[config.mk]
export PLATFORM = sky130hd
export DESIGN_NAME = distance_accumulator
export DESIGN_NICKNAME = d
export VERILOG_FILES = /design/src/rtl/distance_accumulator.sv
export SDC_FILE = /design/constraint.sdc
export NUM_CORES = 1
export LEC_CHECK = 0
export ABC_AREA = 1
export BUFFER_PORTS_ARGS = -buffer_cell sky130_fd_sc_hd__buf_4
export CELL_PAD_IN_SITES_DETAIL_PLACEMENT = 1
export CELL_PAD_IN_SITES_GLOBAL_PLACEMENT = 1
export CORE_ASPECT_RATIO = 1.5
export CORE_MARGIN = 1.5
export CORE_UTILIZATION = 40
export CTS_CLUSTER_SIZE = 20
export DETAILED_ROUTE_END_ITERATION = 12
export GPL_TIMING_DRIVEN = 0
export PLACE_DENSITY = 0.88
export SYNTH_ARGS = -nofsm -noshare
export SYNTH_HDL_FRONTEND = slang
export SYNTH_SLANG_ARGS = --single-unit
[constraint.sdc]
create_clock -name clk -period 5.09 [get_ports clk]
set_input_delay 0.2545 -clock clk [delete_from_list [all_inputs] [get_ports clk]]
set_output_delay 0.2545 -clock clk [all_outputs]
set_load 0.05 [all_outputs]
[src/rtl/distance_accumulator.sv]
// rtl/distance_accumulator.sv - pedometer step counter with distance accumulation in tenths of a mile
// IDLE/RUN/HOLD control, saturating counts, sticky saturation flag and a registered milestone pulse.
module distance_accumulator #(
  parameter int STEP_W        = 16,
  parameter int DIST_W        = 16,
  parameter int STEPS_PER_INC = 2048,
  parameter int INC_TENTHS    = 5,
  parameter int MILESTONE     = 10
) (
  input  logic              clk,
  input  logic              reset,
  input  logic              start,
  input  logic              pause,
  input  logic              step,
  output logic [STEP_W-1:0] step_count,
  output logic [DIST_W-1:0] distance,
  output logic              milestone,
  output logic              saturated,
  output logic              running
);

  localparam int RES_W  = (STEPS_PER_INC > 2) ? $clog2(STEPS_PER_INC) : 1;
  localparam int DW1    = DIST_W + 1;
  localparam int MS_DIV = (MILESTONE > 0) ? MILESTONE : 1;

  localparam logic [1:0] ST_IDLE = 2'd0;
  localparam logic [1:0] ST_RUN  = 2'd1;
  localparam logic [1:0] ST_HOLD = 2'd2;

  localparam logic [STEP_W-1:0] STEP_MAX = '1;
  localparam logic [DIST_W-1:0] DIST_MAX = '1;
  localparam logic [RES_W-1:0]  RES_LAST = RES_W'(STEPS_PER_INC - 1);
  localparam logic [DW1-1:0]    INC_EXT  = DW1'(INC_TENTHS);
  localparam logic [DIST_W-1:0] MS_W     = DIST_W'(MS_DIV);

  logic [1:0]        state_q, state_d;
  logic [RES_W-1:0]  residue_q, residue_d;
  logic [STEP_W-1:0] step_count_q, step_count_d;
  logic [DIST_W-1:0] distance_q, distance_d;
  logic              milestone_q, milestone_d;
  logic              saturated_q, saturated_d;
  logic              count_en;
  logic [DW1-1:0]    dist_sum;

  always_comb begin
    state_d      = state_q;
    residue_d    = residue_q;
    step_count_d = step_count_q;
    distance_d   = distance_q;
    milestone_d  = 1'b0;
    saturated_d  = saturated_q;
    count_en     = 1'b0;
    dist_sum     = {1'b0, distance_q} + INC_EXT;

    // start overrides everything, including a coincident step
    if (start) begin
      state_d      = ST_RUN;
      residue_d    = '0;
      step_count_d = '0;
      distance_d   = '0;
      saturated_d  = 1'b0;
    end else begin
      case (state_q)
        ST_IDLE: state_d = ST_IDLE;
        ST_RUN: begin
          if (pause) begin
            state_d = ST_HOLD;
          end else if (step) begin
            count_en = 1'b1;
          end
        end
        ST_HOLD: begin
          if (!pause) begin
            state_d = ST_RUN;
          end
        end
        default: state_d = ST_IDLE;
      endcase
    end

    if (count_en) begin
      if (step_count_q != STEP_MAX) begin
        step_count_d = step_count_q + STEP_W'(1);
      end
      if (residue_q == RES_LAST) begin
        residue_d = '0;
        // once clamped the distance is frozen; the residue keeps wrapping
        if (distance_q != DIST_MAX) begin
          if (dist_sum > {1'b0, DIST_MAX}) begin
            distance_d = DIST_MAX;
          end else begin
            distance_d = dist_sum[DIST_W-1:0];
          end
        end
      end else begin
        residue_d = residue_q + RES_W'(1);
      end
      if ((step_count_d == STEP_MAX) || (distance_d == DIST_MAX)) begin
        saturated_d = 1'b1;
      end
      if ((MILESTONE > 0) && ((distance_d / MS_W) != (distance_q / MS_W))) begin
        milestone_d = 1'b1;
      end
    end
  end

  always_ff @(posedge clk or negedge reset) begin
    if (!reset) begin
      state_q      <= ST_IDLE;
      residue_q    <= '0;
      step_count_q <= '0;
      distance_q   <= '0;
      milestone_q  <= 1'b0;
      saturated_q  <= 1'b0;
    end else begin
      state_q      <= state_d;
      residue_q    <= residue_d;
      step_count_q <= step_count_d;
      distance_q   <= distance_d;
      milestone_q  <= milestone_d;
      saturated_q  <= saturated_d;
    end
  end

  assign step_count = step_count_q;
  assign distance   = distance_q;
  assign milestone  = milestone_q;
  assign saturated  = saturated_q;
  assign running    = (state_q == ST_RUN);

endmodule

# Word-level counts from Yosys, hierarchy flattened
# Index checks and enable logic that the tools add are counted.
word_totals:
  word_cells: 51
  reg_bits: 47
op_classes:
  div: 2
  muxes: 26
  n_eq_ne: 10
  n_reduce_logical: 3
  addsub: 3
  order_cmp: 1
ops:
  columns: ["operator", "count"]
  rows:
  - ["$mux 16", 10]
  - ["$mux 11", 3]
  - ["$div 16x4->16 const B", 2]
  - ["$eq 16x16->1 const B", 2]
  - ["$ne 16x16->1 const B", 2]
  - ["$add 16x3->17 const B", 1]
  - ["$gt 17x16->1 const B", 1]
  - ["$add 16x1->16 const B", 1]
  - ["$ne 16x16->1", 1]
  - ["$add 11x1->11 const B", 1]
  - ["$eq 11x11->1 const B", 1]
  - ["$mux 1", 9]
  - ["$mux 2", 3]
  - ["$ne 3x3->1 const B", 2]
  - ["$pmux 2 s2", 1]
  - ["$eq 2x1->1 const B", 1]
  - ["$eq 2x2->1 const B", 1]
  - ["$reduce_and 2->1", 1]
  - ["$reduce_bool 2->1", 1]
  - ["$logic_or 1x1->1", 1]

# Longest topological paths before layout
depth:
  word_depth: 10
  depth_mapped: 71
  mapped_depth_nobuf: 71

# Worst setup path before layout
# No wires, ideal clock.
synth_timing:
  path_kind: "register to register"
  from: "register distance_q[0], in the netlist distance[0]"
  to: "register milestone_q, in the netlist milestone"
  required_time_ns: 4.958
  synth_period_minus_slack_ns: 5.758
  path_slack_ns: -0.668
  t_arrival_ns: 5.626
  setup_ns: 0.132
  path_buffers: 0
  stages_incl_launch_ff: 65
  path_cell_list: "dfrtp_1 ha_1 nor2_2 nor2_2 nor2_1 nor2_2 nand2_1 nor2_1 nand2_1 nor2_1 nand3_2 nand3_2 nand2_2 o21ai_2 nand2_2 nand2_2 o211ai_1 nand2_1 [... 29 more ...] nand2_4 nand2_4 nand2_2 nand2_2 inv_2 nand2_2 nand2_2 nand2_1 nand2_1 inv_2 nand2_2 nand2_2 nand2_1 nand2_1 nor2_1 nand2_1 nor2_1 nor2_1"
synth_between:
  elab_chain_len: 10
synth_rtl:
  columns: ["element", "line_no", "source"]
  rows:
  - ["start, declared", "39", "logic [DIST_W-1:0] distance_q, distance_d;"]
  - ["start signal, assigned", "119", "distance_q <= distance_d;"]
  - ["$add 16x3->17", "53", "dist_sum = {1'b0, distance_q} + INC_EXT;"]
  - ["$gt 17x16->1", "89", "if (dist_sum > {1'b0, DIST_MAX}) begin"]
  - ["$mux 16", "89", null]
  - ["$mux 16", "88", "if (distance_q != DIST_MAX) begin"]
  - ["$mux 16", "85", "if (residue_q == RES_LAST) begin"]
  - ["$mux 16", "81", "if (count_en) begin"]
  - ["$div 16x4->16", "101", "if ((MILESTONE > 0) && ((distance_d / MS_W) != (distance_q / MS_W))) begin"]
  - ["$ne 16x16->1 (*)", "101", null]
  - ["$mux 1 (*)", "101", null]
  - ["$mux 1 (*)", "81", null]
  - ["named net milestone_d", "40", "logic milestone_q, milestone_d;"]
  - ["end signal, assigned", "120", "milestone_q <= milestone_d;"]
  - ["end, declared", "40", null]
# Mark *: on every way through the listed nets, which the timed path passes. The rest lies on a longest branch. The select of a mux whose other input is x is not followed.
# A chain may end at the register's enable or synchronous reset.

# Final worst setup path
layout_timing:
  from: "register distance_q[10], in the netlist distance[10]"
  to: "register milestone_q, in the netlist milestone"
# The elaborated chain is that of the path after synthesis.

==> results by group <==
Min path
  • Hold Crit Class: in -> async

Floorplan
  • I/O pin cnt: 40
  • Die X: between 90 and 100 um
  • Die Y: between 100 and 150 um
  • FP Rows: roughly 50
  • Die footprint: 14100 um2
  • Core Box Area: roughly 13000 um2
  • Starting Density: a little over 40%

Placement
  • Port-buffer cells: 39
  • DP Wirelength: about 13000 um
  • Area after DPL: between 5000 and 6000 um2
  • Gp weighted congestion: roughly 0.95

Logic synthesis
  • Synth warn: 0
  • Avg Inst Size Synth: approximately 6.3 um2
  • Post-Syn Nets: approximately 870
  • Synth cell types: 49
  • Synth Instances: 857
  • Synth Register Bits: 47
  • Seq/Total Area, Yosys: between 20 and 25%
  • Mapped Area: ~5400 um2

Setup path
  • CP max FO: 9
  • Required @ worst endpoint: 5.26 ns
  • Slowest Stage Delay on Critical Path: 0.53 ns
  • Critical path's slowest cell: dfrtp_1
  • Worst r2r path cells: 64
  • Reg-to-Reg End: milestone$_DFF_PN0_
  • Critical R2R Launch: distance[10]$_DFF_PN0_
  • Crit start category: register
  • Crit. End Element: register
  • R2R Setup Slk: -1.75 ns
  • Arrival @ worst endpoint: about 7 ns
  • CP Class: reg -> reg

Layout
  • Register area: around 1200 um2
  • Fin area: 6940 um2
  • Diode count: 0
  • Layout cell share with drive strength beyond 1: 36.5%
  • Area of the multi-input gates: 4090 um2
  • Nets: between 900 and 1000
  • Filler cell count: 1747
  • Synthesis-to-layout area growth: 29.3%

Power
  • Peak supply drop: approximately 120 uV
  • Comb power frac: between 6 and 7%
  • Switching part of the total: around 27%
  • Leak Pwr: roughly 3.5 nW
  • PnR Total Power: about 0.00080 W
  • Internal: slightly below 0.0006 W
  • Psw: roughly 0.00022 W
  • Pwr dens: roughly 120 nW/um2
  • Share of power burned in registers: between 40 and 50%
  • Clk pwr share: between 40% and 50%

STA
  • Min Tclk post-route: approximately 7 ns
  • Final max-slew violation count: 0
  • Worst Clk Skew: 0.0104 ns
  • Slew headroom: 55.5%
  • Final hold vios: 32
  • Final Cycle Share: 134%
  • Final Hold Slack: -0.0267 ns
  • Worst setup margin: -1.75 ns
  • Final setup vio count: 1
  • RSZ-0062 raised after global routing: yes
  • Slew @ Worst Pin: 0.667 ns
  • Peak Freq: 0.146 GHz

Detailed routing
  • DR vias: around 6500
  • Routed Antenna Nets: 0
  • Initial detailed-routing violation count: 353
  • DR WL/cell: between 15 and 20 um
  • Drt pass-1 iters: 5
  • # DRC: 0
  • Vias/cell: 5.85
  • DRT Wirelength: 22100 um

GRT
  • Largest net degree at the start of global routing: 48
  • GRT overflow: 0
  • Antenna violations before repair: 0
  • Gr usage total: around a quarter
  • Vias in the first global route: approximately 6500
  • First-pass GRT wire length: 30200 um

Clocking
  • Hold Buf Count CTS: 0
  • CTS buffer count: 5
  • Worst-path clk slew: around 0.080 ns
  • Clk sinks: 47
  • CTS root buf: clkbuf_16
  • CTS H-Tree Depth: 2
  • Clock Latency Late Sink: between 0.3 and 0.4 ns
  • Clock Tree Buf Depth: 2
  • CTS tree: yes

Status
  • Failing checks: negative hold slack, negative setup slack
  • Outcome: finished with violations

Job
  • Max-cap violations: 0
## layout by cell type, fill, tap and decap left out, types with 18 or more instances in the layout
master / instances
nand2_1: 172
buf_4: 97
nand3_1: 86
inv_1: 84
nand2_2: 75
nor2_1: 55
o21ai_0: 37
inv_2: 36
dfrtp_1: 33
nand2_4: 29
o22ai_1: 26
nand3_2: 21
xor2_1: 20
a21oi_1: 18
## critical path: cells and delay by family (launching register included)
family          cells  cell delay, ns
flops               1            0.53
simple gates       55            5.30
buf+inv             6            0.44
compound gates      3            0.40
## area by class of cell
type | instances | share of cell area, %
plain buffers | 15 | 1.21
well taps | 159 | 2.87
clock inverters | 2 | 0.234
multi-input cells | 664 | 58.8
inverters | 131 | 7.39
flip-flops and latches | 47 | 17.2
clock buffers | 6 | 2.00
repair buffers | 95 | 10.3
## through the flow
| stage | setup slack [ns] | hold WS (ns) | utilization [%] | setup TNS (ns) | cells |
|---|---|---|---|---|---|
| floorplan | -0.406 | -0.0411 | - | -0.406 | 857 |
| global placement | -1.12 | 0.320 | 45.3 | -1.12 | 1055 |
| detailed placement | -1.34 | 0.332 | 45.3 | -1.34 | 1055 |
| CTS | -1.21 | 0.0000692 | 49.2 | -1.21 | 1090 |
| global route | -2.19 | 0.0222 | 53.3 | -2.19 | 1119 |
| finish | -1.75 | -0.0267 | 53.3 | -1.75 | 1119 |
## per-layer routing
layer	vias to the layer above	global-route usage, %	part of all wire [%]
met3	111	2.12	4.2
li1	2992	-	-
met1	3193	26.9	36
met2	248	50.8	54
met4	0	11.4	5.4
met5	-	0	0
## registers in the layout (all words and copies together) (netlist names)
name	count
saturated	1
milestone	1
state_q	2
distance	16
step_count	16
residue_q	11
## worst max-delay path by stage
| stage | cells after the start | slack [ns] | start | to |
|---|---|---|---|---|
| 2_1_floorplan | 58 | -0.41 | distance[14]$_DFF_PN0_ | milestone$_DFF_PN0_ |
| 3_3_place_gp | 59 | -1.12 | distance[1]$_DFF_PN0_ | milestone$_DFF_PN0_ |
| 3_5_place_dp | 59 | -1.34 | residue_q[0]$_DFFE_PN0P_ | milestone$_DFF_PN0_ |
| 4_1_cts | 65 | -1.21 | residue_q[1]$_DFFE_PN0P_ | milestone$_DFF_PN0_ |
| 5_1_grt | 63 | -2.19 | distance[10]$_DFF_PN0_ | milestone$_DFF_PN0_ |
| 6_report | 64 | -1.75 | distance[10]$_DFF_PN0_ | milestone$_DFF_PN0_ |
## power groups by stage
stage / Sequential, W / Combinational (W) / Clock (W)
global placement: 0.000385 / 0.0000469 / 0
detailed placement: 0.000385 / 0.0000482 / 0
CTS: 0.000377 / 0.0000499 / 0.000369
finish: 0.000378 / 0.0000517 / 0.000371
global route: 0.000378 / 0.0000569 / 0.000382
floorplan: 0.000387 / 0.0000218 / 0
## kinds of logic after synthesis
kind of cell,Yosys count,share of synthesized area [%]
xor+xnor,32,5.64
flops,47,21.9
buf+inv,146,10.6
mux,1,0.186
simple gates,509,47.6
fa+ha+maj,5,1.16
compound gates,117,12.9
## cell usage after synthesis, drive strengths merged
cell     instances  area share, %
o211ai           1           0.14
nor3            11            1.1
inv            126            8.9
xor2            26            4.7
a31oi            2           0.23
o2111ai          1           0.16
and2             1           0.16
o22ai           26            3.0
a21boi           1           0.21
nand4           16            1.9
o21bai           3           0.56
xnor2            6           0.98
o32ai            1           0.16
or4              1           0.14
clkbuf          10           0.70
dfrtp           47             22
nor2            77            6.5
a22o             1           0.16
a21oi           22            2.3
nand2          278             24
nand3b           3           0.42
o21ai           55            5.3
nand2b           1           0.12
mux2i            1           0.19
nor4             6           0.70
nand3          115             12
ha               5            1.2
buf              5           0.68
a32o             1           0.19
o31ai            1           0.14
o311ai           2           0.33
clkinv           5           0.35
## repair_timing
action                                  in CTS  in global routing
setup buffers                               27                 29
resized for setup                           38                 79
endpoints found under the setup margin       1                  1
pin swaps                                   28                 59
No activity file was read; power rests on OpenSTA's default activity.
